===== config.mk =====
export PLATFORM = sky130hd
export DESIGN_NAME = uart_tx_packer
export DESIGN_NICKNAME = d
export VERILOG_FILES = /design/src/rtl/uart_tx_packer_pkg.sv /design/src/rtl/uart_tx_packer_sync_fifo.sv /design/src/rtl/uart_tx_packer.sv
export SDC_FILE = /design/constraint.sdc
export NUM_CORES = 1
export LEC_CHECK = 0
export BUFFER_PORTS_ARGS = -buffer_cell sky130_fd_sc_hd__buf_2
export CAP_MARGIN = 40
export CORE_MARGIN = 1
export CORE_UTILIZATION = 50
export DETAILED_ROUTE_END_ITERATION = 8
export GPL_TIMING_DRIVEN = 0
export PLACE_DENSITY = 0.71
export RECOVER_POWER = 25
export SETUP_SLACK_MARGIN = 0.02
export SLEW_MARGIN = 20
export SYNTH_ARGS = -nofsm -noshare
export SYNTH_HDL_FRONTEND = slang
export SYNTH_SLANG_ARGS = --single-unit

===== constraint.sdc =====
create_clock -name i_CLK -period 5.4 [get_ports i_CLK]
set_input_delay 0.81 -clock i_CLK [delete_from_list [all_inputs] [get_ports i_CLK]]
set_output_delay 0.81 -clock i_CLK [all_outputs]
set_load 0.02 [all_outputs]

===== src/rtl/uart_tx_packer_pkg.sv =====
// Framing constants, pending-register type and small helpers for uart_tx_packer.
// Header byte values are shared with the decoder in uart_controller.
package uart_tx_packer_pkg;

    typedef enum logic [7:0] {
        HDR_ADS     = 8'hAA,
        HDR_MPR     = 8'hBB,
        HDR_REG_ADS = 8'h61,
        HDR_REG_MPR = 8'h6D,
        HDR_R       = 8'h52,
        HDR_S       = 8'h53
    } hdr_e;

    localparam int WORD_W = 32;

    typedef logic [WORD_W-1:0] word_t;

    typedef enum logic [1:0] {
        SRC_NONE,
        SRC_REG,
        SRC_ADS,
        SRC_MPR
    } src_e;

    typedef struct packed {
        logic  valid;
        word_t word;
    } pend_t;

    function automatic word_t frame_ads(input logic [23:0] data);
        return {HDR_ADS, data};
    endfunction

    function automatic word_t frame_mpr(input logic [15:0] data);
        return {HDR_MPR, data, 8'h00};
    endfunction

    function automatic word_t frame_reg(input logic       src,
                                        input logic [7:0] addr,
                                        input logic [7:0] data);
        hdr_e hdr;
        hdr = src ? HDR_REG_MPR : HDR_REG_ADS;
        return {hdr, addr, data, 8'h00};
    endfunction

    function automatic logic [7:0] sat_add8(input logic [7:0] cnt,
                                            input logic [1:0] inc);
        logic [8:0] sum;
        sum = {1'b0, cnt} + {7'd0, inc};
        return sum[8] ? 8'hFF : sum[7:0];
    endfunction

endpackage


===== src/rtl/uart_tx_packer_sync_fifo.sv =====
// Single-clock FIFO with show-ahead read data and an occupancy count.
// DEPTH must be a power of two so the pointers wrap by plain overflow.
module sync_fifo #(
    parameter int WIDTH = 32,
    parameter int DEPTH = 16,
    parameter int AW    = $clog2(DEPTH)
) (
    input  logic             clk_i,
    input  logic             rst_i,
    input  logic             wr_en_i,
    input  logic [WIDTH-1:0] wr_data_i,
    input  logic             rd_en_i,
    output logic [WIDTH-1:0] rd_data_o,
    output logic             full_o,
    output logic             empty_o,
    output logic [AW:0]      count_o
);

    logic [WIDTH-1:0] mem_q [DEPTH];
    logic [AW-1:0]    wr_ptr_q, wr_ptr_d;
    logic [AW-1:0]    rd_ptr_q, rd_ptr_d;
    logic [AW:0]      count_q, count_d;
    logic             wr_fire;
    logic             rd_fire;

    assign full_o    = (count_q == (AW+1)'(DEPTH));
    assign empty_o   = (count_q == '0);
    assign count_o   = count_q;
    assign rd_data_o = mem_q[rd_ptr_q];
    assign wr_fire   = wr_en_i & ~full_o;
    assign rd_fire   = rd_en_i & ~empty_o;

    // NOTE: every always_comb output gets a default first, so no path can infer a latch.
    always_comb begin
        wr_ptr_d = wr_ptr_q;
        rd_ptr_d = rd_ptr_q;
        count_d  = count_q;
        if (wr_fire) wr_ptr_d = wr_ptr_q + AW'(1);
        if (rd_fire) rd_ptr_d = rd_ptr_q + AW'(1);
        case ({wr_fire, rd_fire})
            2'b10:   count_d = count_q + (AW+1)'(1);
            2'b01:   count_d = count_q - (AW+1)'(1);
            default: count_d = count_q;
        endcase
    end

    // NOTE: state uses non-blocking assignments so every register samples pre-edge values.
    always_ff @(posedge clk_i or posedge rst_i) begin
        if (rst_i) begin
            wr_ptr_q <= '0;
            rd_ptr_q <= '0;
            count_q  <= '0;
        end else begin
            wr_ptr_q <= wr_ptr_d;
            rd_ptr_q <= rd_ptr_d;
            count_q  <= count_d;
        end
    end

    // NOTE: storage is deliberately not reset; count/pointers alone define what is valid.
    always_ff @(posedge clk_i) begin
        if (wr_fire) mem_q[wr_ptr_q] <= wr_data_i;
    end

endmodule


===== src/rtl/uart_tx_packer.sv =====
// Frames ADS samples, MPR touch words and register replies into 32-bit words, queues them
// and presents them to uart_controller using its drop-READY-after-latch handshake.
module uart_tx_packer
    import uart_tx_packer_pkg::*;
#(
    parameter int FIFO_DEPTH = 16,
    parameter int FIFO_AW    = 4
) (
    input  logic               i_CLK,
    input  logic               i_RST,
    input  logic [23:0]        i_ADS_DATA,
    input  logic               i_ADS_VALID,
    input  logic [15:0]        i_MPR_DATA,
    input  logic               i_MPR_VALID,
    input  logic               i_REG_SRC,
    input  logic [7:0]         i_REG_ADDR,
    input  logic [7:0]         i_REG_DATA,
    input  logic               i_REG_VALID,
    output logic [31:0]        o_TX_DATA,
    output logic               o_TX_VALID,
    input  logic               i_TX_READY,
    output logic [FIFO_AW:0]   o_FIFO_LEVEL,
    output logic [7:0]         o_DROP_CNT
);

    pend_t            reg_q, reg_d;
    pend_t            ads_q, ads_d;
    pend_t            mpr_q, mpr_d;
    src_e             grant;
    logic             fifo_wr, fifo_rd, fifo_full, fifo_empty;
    word_t            fifo_wdata, fifo_rdata;
    logic [FIFO_AW:0] fifo_count;
    logic             tx_valid_q, tx_valid_d;
    word_t            tx_data_q, tx_data_d;
    logic             ready_d1_q;
    logic             accept;
    logic [7:0]       drop_cnt_q, drop_cnt_d;
    logic             drop_reg, drop_ads, drop_mpr;

    // A grant frees the slot on the same edge, so a simultaneous pulse is loaded, not dropped.
    function automatic pend_t pend_next(input pend_t cur, input logic granted,
                                        input logic pulse, input word_t word);
        pend_t nxt;
        nxt = cur;
        if (granted) nxt.valid = 1'b0;
        if (pulse && !nxt.valid) begin
            nxt.valid = 1'b1;
            nxt.word  = word;
        end
        return nxt;
    endfunction

    always_comb begin
        grant = SRC_NONE;
        if (!fifo_full) begin
            if (reg_q.valid)      grant = SRC_REG;
            else if (ads_q.valid) grant = SRC_ADS;
            else if (mpr_q.valid) grant = SRC_MPR;
        end
    end

    always_comb begin
        fifo_wdata = '0;
        case (grant)
            SRC_REG: fifo_wdata = reg_q.word;
            SRC_ADS: fifo_wdata = ads_q.word;
            SRC_MPR: fifo_wdata = mpr_q.word;
            default: fifo_wdata = '0;
        endcase
    end

    assign fifo_wr = (grant != SRC_NONE);

    always_comb begin
        reg_d = pend_next(reg_q, grant == SRC_REG, i_REG_VALID,
                          frame_reg(i_REG_SRC, i_REG_ADDR, i_REG_DATA));
        ads_d = pend_next(ads_q, grant == SRC_ADS, i_ADS_VALID, frame_ads(i_ADS_DATA));
        mpr_d = pend_next(mpr_q, grant == SRC_MPR, i_MPR_VALID, frame_mpr(i_MPR_DATA));
    end

    assign drop_reg   = i_REG_VALID & reg_q.valid & (grant != SRC_REG);
    assign drop_ads   = i_ADS_VALID & ads_q.valid & (grant != SRC_ADS);
    assign drop_mpr   = i_MPR_VALID & mpr_q.valid & (grant != SRC_MPR);
    assign drop_cnt_d = sat_add8(drop_cnt_q, 2'(drop_reg) + 2'(drop_ads) + 2'(drop_mpr));

    // The controller latches on the cycle READY falls; READY high alone is not a transfer.
    assign accept  = tx_valid_q & ready_d1_q & ~i_TX_READY;
    assign fifo_rd = ~tx_valid_q & ~fifo_empty;

    always_comb begin
        tx_valid_d = tx_valid_q;
        tx_data_d  = tx_data_q;
        if (accept) begin
            tx_valid_d = 1'b0;
        end else if (fifo_rd) begin
            tx_valid_d = 1'b1;
            tx_data_d  = fifo_rdata;
        end
    end

    sync_fifo #(
        .WIDTH (WORD_W),
        .DEPTH (FIFO_DEPTH),
        .AW    (FIFO_AW)
    ) u_fifo (
        .clk_i     (i_CLK),
        .rst_i     (i_RST),
        .wr_en_i   (fifo_wr),
        .wr_data_i (fifo_wdata),
        .rd_en_i   (fifo_rd),
        .rd_data_o (fifo_rdata),
        .full_o    (fifo_full),
        .empty_o   (fifo_empty),
        .count_o   (fifo_count)
    );

    always_ff @(posedge i_CLK or posedge i_RST) begin
        if (i_RST) begin
            reg_q      <= '0;
            ads_q      <= '0;
            mpr_q      <= '0;
            tx_valid_q <= 1'b0;
            tx_data_q  <= '0;
            ready_d1_q <= 1'b0;
            drop_cnt_q <= '0;
        end else begin
            reg_q      <= reg_d;
            ads_q      <= ads_d;
            mpr_q      <= mpr_d;
            tx_valid_q <= tx_valid_d;
            tx_data_q  <= tx_data_d;
            ready_d1_q <= i_TX_READY;
            drop_cnt_q <= drop_cnt_d;
        end
    end

    assign o_TX_DATA    = tx_data_q;
    assign o_TX_VALID   = tx_valid_q;
    assign o_FIFO_LEVEL = fifo_count + (FIFO_AW+1)'(tx_valid_q);
    assign o_DROP_CNT   = drop_cnt_q;

endmodule


## Word-level counts from Yosys, hierarchy flattened

Memories as Yosys holds them, arrays and structs flattened. A register that Yosys moved wholly into a read port is not among the register bits.
Index checks and enable logic that the tools add are counted.

| operators by class | value |
|---|---|
| add/sub/neg operators | 8 |
| equal/unequal tests | 9 |
| mux-type cells | 18 |
| bitwise gates (word level) | 16 |
| reductions and logical operators | 11 |

Operator list:

| operator | number |
|---|---|
| $mux W33 | 3 |
| $pmux W32 S3 | 1 |
| $and A1 B1 Y1 | 11 |
| $pmux W5 S2 | 1 |
| $add A8 B2 Y9 | 1 |
| $add A4 B1 Y4 const B | 2 |
| $mux W2 | 4 |
| $mux W8 | 1 |
| $mux W1 | 7 |
| $eq A2 B2 Y1 const B | 3 |
| $reduce_bool A2 Y1 | 3 |
| $add A5 B1 Y5 | 1 |
| $add A5 B1 Y5 const B | 1 |
| $eq A5 B5 Y1 const B | 1 |
| $logic_not A5 Y1 | 1 |
| $not A1 Y1 | 5 |
| $sub A5 B1 Y5 const B | 1 |
| $eq A2 B1 Y1 const B | 2 |
| $mux W4 | 1 |
| $ne A2 B2 Y1 const B | 2 |
| $logic_and A1 B1 Y1 | 3 |
| $logic_not A1 Y1 | 3 |
| $add A1 B1 Y2 | 1 |
| $add A2 B1 Y2 | 1 |
| other kinds (2) | 2 |

| storage, ports and cells | value |
|---|---|
| register bits after elaboration | 92 |
| memory bits (writable) | 512 |
| bits of input ports | 63 |
| output and inout bits | 46 |
| word-level logic and storage cells | 75 |
| memories | 1 |

Memories:

| memory | words | bits a word | rd ports | clocked after Yosys merged registers in | write ports | line | RTL |
|---|---|---|---|---|---|---|---|
| u_fifo.mem_q | 16 | 32 | 1 | 1 | 1 | uart_tx_packer_sync_fifo.sv:19 | `logic [WIDTH-1:0] mem_q [DEPTH];` |

## Longest topological paths before layout

| logic depth | value |
|---|---|
| depth in word-level cells | 10 |
| mapped depth | 13 |
| gate-level depth less buffers | 12 |

## Cells and area by module

From an unflattened synthesis, not the netlist that was laid out.

| unflattened totals | value |
|---|---|
| cells, all modules | 1378 |
| area total of the unflattened synthesis | 25111.6 sq um |

By module, submodules not included:

| module | times used | cells each | area an instance (sq um) | sequential area each (sq um) |
|---|---|---|---|---|
| sync_fifo | 1 | 1013 | 20422.1 | 15700.1 |
| uart_tx_packer | 1 | 365 | 4689.5 | 2627.5 |

## Worst setup path after synthesis

No wires, ideal clock.

| timing path | value |
|---|---|
| path type | register to register |
| start point | register u_fifo.count_q[2], in the netlist u_fifo.count_o[2] |
| end point | memory u_fifo.mem_q[3][0], enable pin |
| setup time | 0.458 ns |
| arrival time | 3.369 ns |
| setup slack | 1.573 ns |
| cell stages (with the launch flop) | 7 |
| path buffers | 1 |
| period minus slack after synthesis | 3.827 ns |
| cell sequence | dfrtp_1 -> nor4_2 -> and2_4 -> buf_6 -> nor2_2 -> nand2_1 -> nor3_1 |

| on the way | value |
|---|---|
| word-level cells in the longest chain between the ends | 6 |

Ends and longest elaborated chain:

| element | line | RTL |
|---|---|---|
| start: declaration | uart_tx_packer_sync_fifo.sv:22 | `logic [AW:0] count_q, count_d;` |
| start signal: assignment | uart_tx_packer_sync_fifo.sv:56 | `count_q <= count_d;` |
| $eq A5 B5 Y1 * | uart_tx_packer_sync_fifo.sv:26 | `assign full_o = (count_q == (AW+1)'(DEPTH));` |
| $mux W2 | uart_tx_packer.sv:55 | `if (!fifo_full) begin` |
| $reduce_bool A2 Y1 | uart_tx_packer.sv:72 | `assign fifo_wr = (grant != SRC_NONE);` |
| $and A1 B1 Y1 * | uart_tx_packer_sync_fifo.sv:30 | `assign wr_fire = wr_en_i & ~full_o;` |
| $mux W1 * | uart_tx_packer_sync_fifo.sv:62 | `if (wr_fire) mem_q[wr_ptr_q] <= wr_data_i;` |
| $mux W1 (not written as such) * | uart_tx_packer_sync_fifo.sv:62 |  |
| end: declaration | uart_tx_packer_sync_fifo.sv:19 |  |

Mark *: on every way between the ends. The rest lies on a longest branch, timed or not.

## Worst setup path after layout

| timing path | value |
|---|---|
| start point | register u_fifo.count_q[0], in the netlist u_fifo.count_o[0] |
| end point | register u_fifo.count_q[4], in the netlist u_fifo.count_o[4] |

| on the way | value |
|---|---|
| word-level cells in the longest chain between the ends | 6 |

Ends and longest elaborated chain:

| element | line | RTL |
|---|---|---|
| $eq A5 B5 Y1 or $logic_not A5 Y1 (tied branches) | uart_tx_packer_sync_fifo.sv:26, uart_tx_packer_sync_fifo.sv:27 |  |
| $mux W2 or $not A1 Y1 (tied branches) | uart_tx_packer.sv:55, uart_tx_packer_sync_fifo.sv:31, uart_tx_packer.sv:88 |  |
| $reduce_bool A2 Y1 or $and A1 B1 Y1 (tied branches) | uart_tx_packer.sv:72, uart_tx_packer.sv:88 |  |
| $and A1 B1 Y1 (on tied branches) | uart_tx_packer_sync_fifo.sv:30, uart_tx_packer_sync_fifo.sv:31 |  |
| $eq A2 B1 Y1 or $eq A2 B2 Y1 (tied branches) | uart_tx_packer_sync_fifo.sv:40 | `case ({wr_fire, rd_fire})` |
| $pmux W5 S2 or $reduce_bool A2 Y1 (tied branches) | -- |  |

Parallel ways exist; a longest one is shown, timed or not.
A chain may end at the register's enable or synchronous reset.

==> metrics.md <==
| Metric | Value |
|---|---|
| Synthesized instance count | 1238 |
| Commonest cells after routing, fill and taps aside | 496 x edfxtp_1, 124 x mux4_2, 117 x dfrtp_1, 93 x nand2_1, 91 x clkbuf_1 |
| DRT antenna net count | 0 |
| Final HPWL DP | 35100 um |
| Overall Power | approximately 16000 uW |
| CP Max Fanout | 10 |
| Final setup viols | 0 |
| Longest Clk Path Bufs | 3 |
| # nets final | ~1500 |
| Pleak | 0.009741 uW |
| FILL cells | 3368 |
| CP Class | register to register |
| Clock sinks | 613 |
| Cts hold-fix bufs | 0 |
| Normalized max-slew margin | -74.06% |
| Share of cells above drive strength 1 | 28.27% |
| Fin crit period | about 3.8 ns |
| Share of synthesized registers carrying an async set or reset | 19.09% |
| Count of cell types in the netlist | 45 |
| Fin. max-slew vios | 120 |
| Root buffer cell | clkbuf_16 |
| Sequential cell area | 0.01782 sq mm |
| Die width | between 200 and 250 um |
| Starting Density | 51.21% |
| Post-synth top flop | edfxtp_1 |
| Most frequent CP cell | inv_1 |
| # rows | 79 |
| Htree depth | 2 |
| Initial DRC count | about 1100 |
| Crit path launch type | register |
| IO Port Bufs | roughly 110 |
| Critical path data required time | 5.90 ns |
| Commonest non-fill, non-tap cell in the layout | edfxtp_1 |
| Die area | 0.04897 sq mm |
| Post-synth EDFFs | 496 |
| Vias in the first global route | 13140 |
| Initial antenna violation count | 1 |
| CP Data Arrival Time | around 4.3 ns |
| Final worst path period share | 70.34% |
| Final Util | between 50% and 60% |
| N_diodes | 0 |
| Ports | between 100 and 150 |
| Synth area leader | edfxtp_1 |
| Total grt overflow | 0 |
| Synth Warn # | 0 |
| Violated checks | capacitance limit, slew limit |
| Post-synthesis average cell area | 19.42 sq um |
| Post-synth top area share | about 62% |
| Setup Skew | 0.01930 ns |
| CTS tree | done |
| Core Box Area | 0.04695 sq mm |
| Worst slack, placed | 2.092 ns |
| Drt drc | 0 |
| Worst-path cell chain | nor4_1 > and2_0 > clkbuf_1 > nor2_1 > inv_1 > ha_1 > inv_1 > fa_1 > nor2b_1 > o21ai_0 > nand3_1 > or3b_2 > xnor2_1 |
| Power per Cell Area | 586.1 mW/mm^2 |
| Final worst slack | 1.602 ns |
| Worst setup EP type | register |
| Type of the most critical hold path | input port to register |
| Register area share after synthesis | 74.12% |
| Slowest stage delay, CP | roughly 0.46 ns |
| RSZ-0062 raised after global routing | no |
| TNS Setup | 0 ns |
| Final WL | 54320 um |
| Synthesized net count | 1317 |
| Pin count of the biggest net entering global routing | 62 |
| Post CTS Setup Buffer Count | 0 |
| Fmax | 0.2633 GHz |
| Clk Latency, worst-skew pair | 0.62 ns |
| Multi-input gate area | 0.005776 sq mm |
| VDD IR max | 0.0003808 V |
| Vias per inst | 5.871 |
| Area delta synth->final | 15.75% |
| WL/cell | 25.69 um |
| Die Span Y | 221.3 um |
| First-pass GRT wire length | slightly above 80000 um |
| Post-Syn Area | 0.02404 sq mm |
| Status | finished, violations left |
| Routability cong. | between 0.7 and 0.8 |
| Critical-path top delay cell | nor4_1 |
| Yosys reg bits | about 600 |
| Vias after detailed routing | 12410 |
| CTS-repair resized insts | 0 |
| Num CTS Buffers | a little over 60 |
| Hold Fails Final Rpt | 0 |
| Most area-consuming cells after synthesis | edfxtp_1 62%, dfrtp_1 12%, mux4_2 12% |
| Tightest Pin Transition | 2.597 ns |
| Clock transition at the registers of the reported paths | 0.06 ns |
| MaxCap Viol Count | 2 |
| Drt pass-1 iters | 5 |
| Gr usage total | between 20 and 25% |
metal layers:
layer	vias to the layer above	GRT usage [%]	wire [um]	share of wire, %
li1	5361	-	-	-
met1	6441	30.28	21710	40
met2	519	37.93	27510	51
met3	88	5.125	4112	7.6
met4	2	6.000	971	1.8
met5	-	0	13	0.024
final timing paths:
path	start	endpoint	slack, ns	cells past startpoint
max in group asynchronous	i_RST	o_TX_DATA[18]	1.92	3
min reg2reg	reg_q[29]	reg_q[29]	0.47	1
min	i_TX_READY	ready_d1_q	0.32	1
max	u_fifo.count_o[0]	u_fifo.count_o[4]	1.60	13
min in group asynchronous	i_RST	mpr_q[8]	0.91	2
max reg2reg	u_fifo.count_o[0]	u_fifo.count_o[4]	1.60	13
flip-flops by register name, indices dropped and copies added, names as in the netlist, 5 cells and up:
| register | cells |
|---|---|
| reg_q | 19 |
| ads_q | 26 |
| o_DROP_CNT | 8 |
| u_fifo.mem_q | 496 |
| o_TX_DATA | 31 |
| u_fifo.count_o | 5 |
| mpr_q | 18 |
synth_stat cells (7+ instances only):
cell,number
edfxtp_1,496
mux4_2,124
dfrtp_1,117
nand2_1,92
mux2_2,48
o21ai_0,36
mux2i_1,32
o221ai_1,31
a21oi_1,26
clkbuf_1,26
nor2_1,25
inv_1,22
buf_4,19
buf_2,16
ha_1,13
xnor2_1,13
and2_1,11
nand3b_1,10
mux2_4,9
nand2b_1,7
nor3_1,7
final cells by class:
class,count,area share (%)
clock buffers,75,5.862
multi-input cells,533,20.75
well taps,607,2.729
repair buffers,154,3.722
inverters,22,0.3012
clock inverters,40,1.349
flip-flops and latches,613,64.04
plain buffers,70,1.250
power breakdown:
part	total [uW]	leakage (uW)	internal, uW	switching (uW)
clock	4240	0.000982	2470	1770
sequential	6890	0.00592	6510	377
combinational	5180	0.00284	2030	3150
per-stage QoR:
| step | hold WS, ns | cells | area (sq um) |
|---|---|---|---|
| after floorplan | 0.4301 | 1238 | 24040 |
| after global placement | 0.4480 | 1953 | 25340 |
| after detailed placement | 0.4549 | 1991 | 25990 |
| after CTS | 0.2114 | 2106 | 27990 |
| after global routing | 0.3049 | 2114 | 27830 |
| final | 0.3168 | 2114 | 27830 |
critical path, delay by kind of cell (launching register included):
kind	cells	cell delay, ns
buf+inv	3	0.67
flops	1	0.45
xor+xnor	1	0.13
fa+ha+maj	2	0.66
simple gates	6	1.68
compound gates	1	0.11
cell families (layout without fill, tap and decap cells):
kind of cell,count (synthesis),count (layout),share of synthesized area (%)
flops,613,613,74.12
mux,213,213,15.76
simple gates,181,181,3.674
compound gates,107,107,2.966
buf+inv,92,361,1.972
fa+ha+maj,16,16,0.9263
xor+xnor,16,16,0.5828
(Power assumes the default switching activity.)
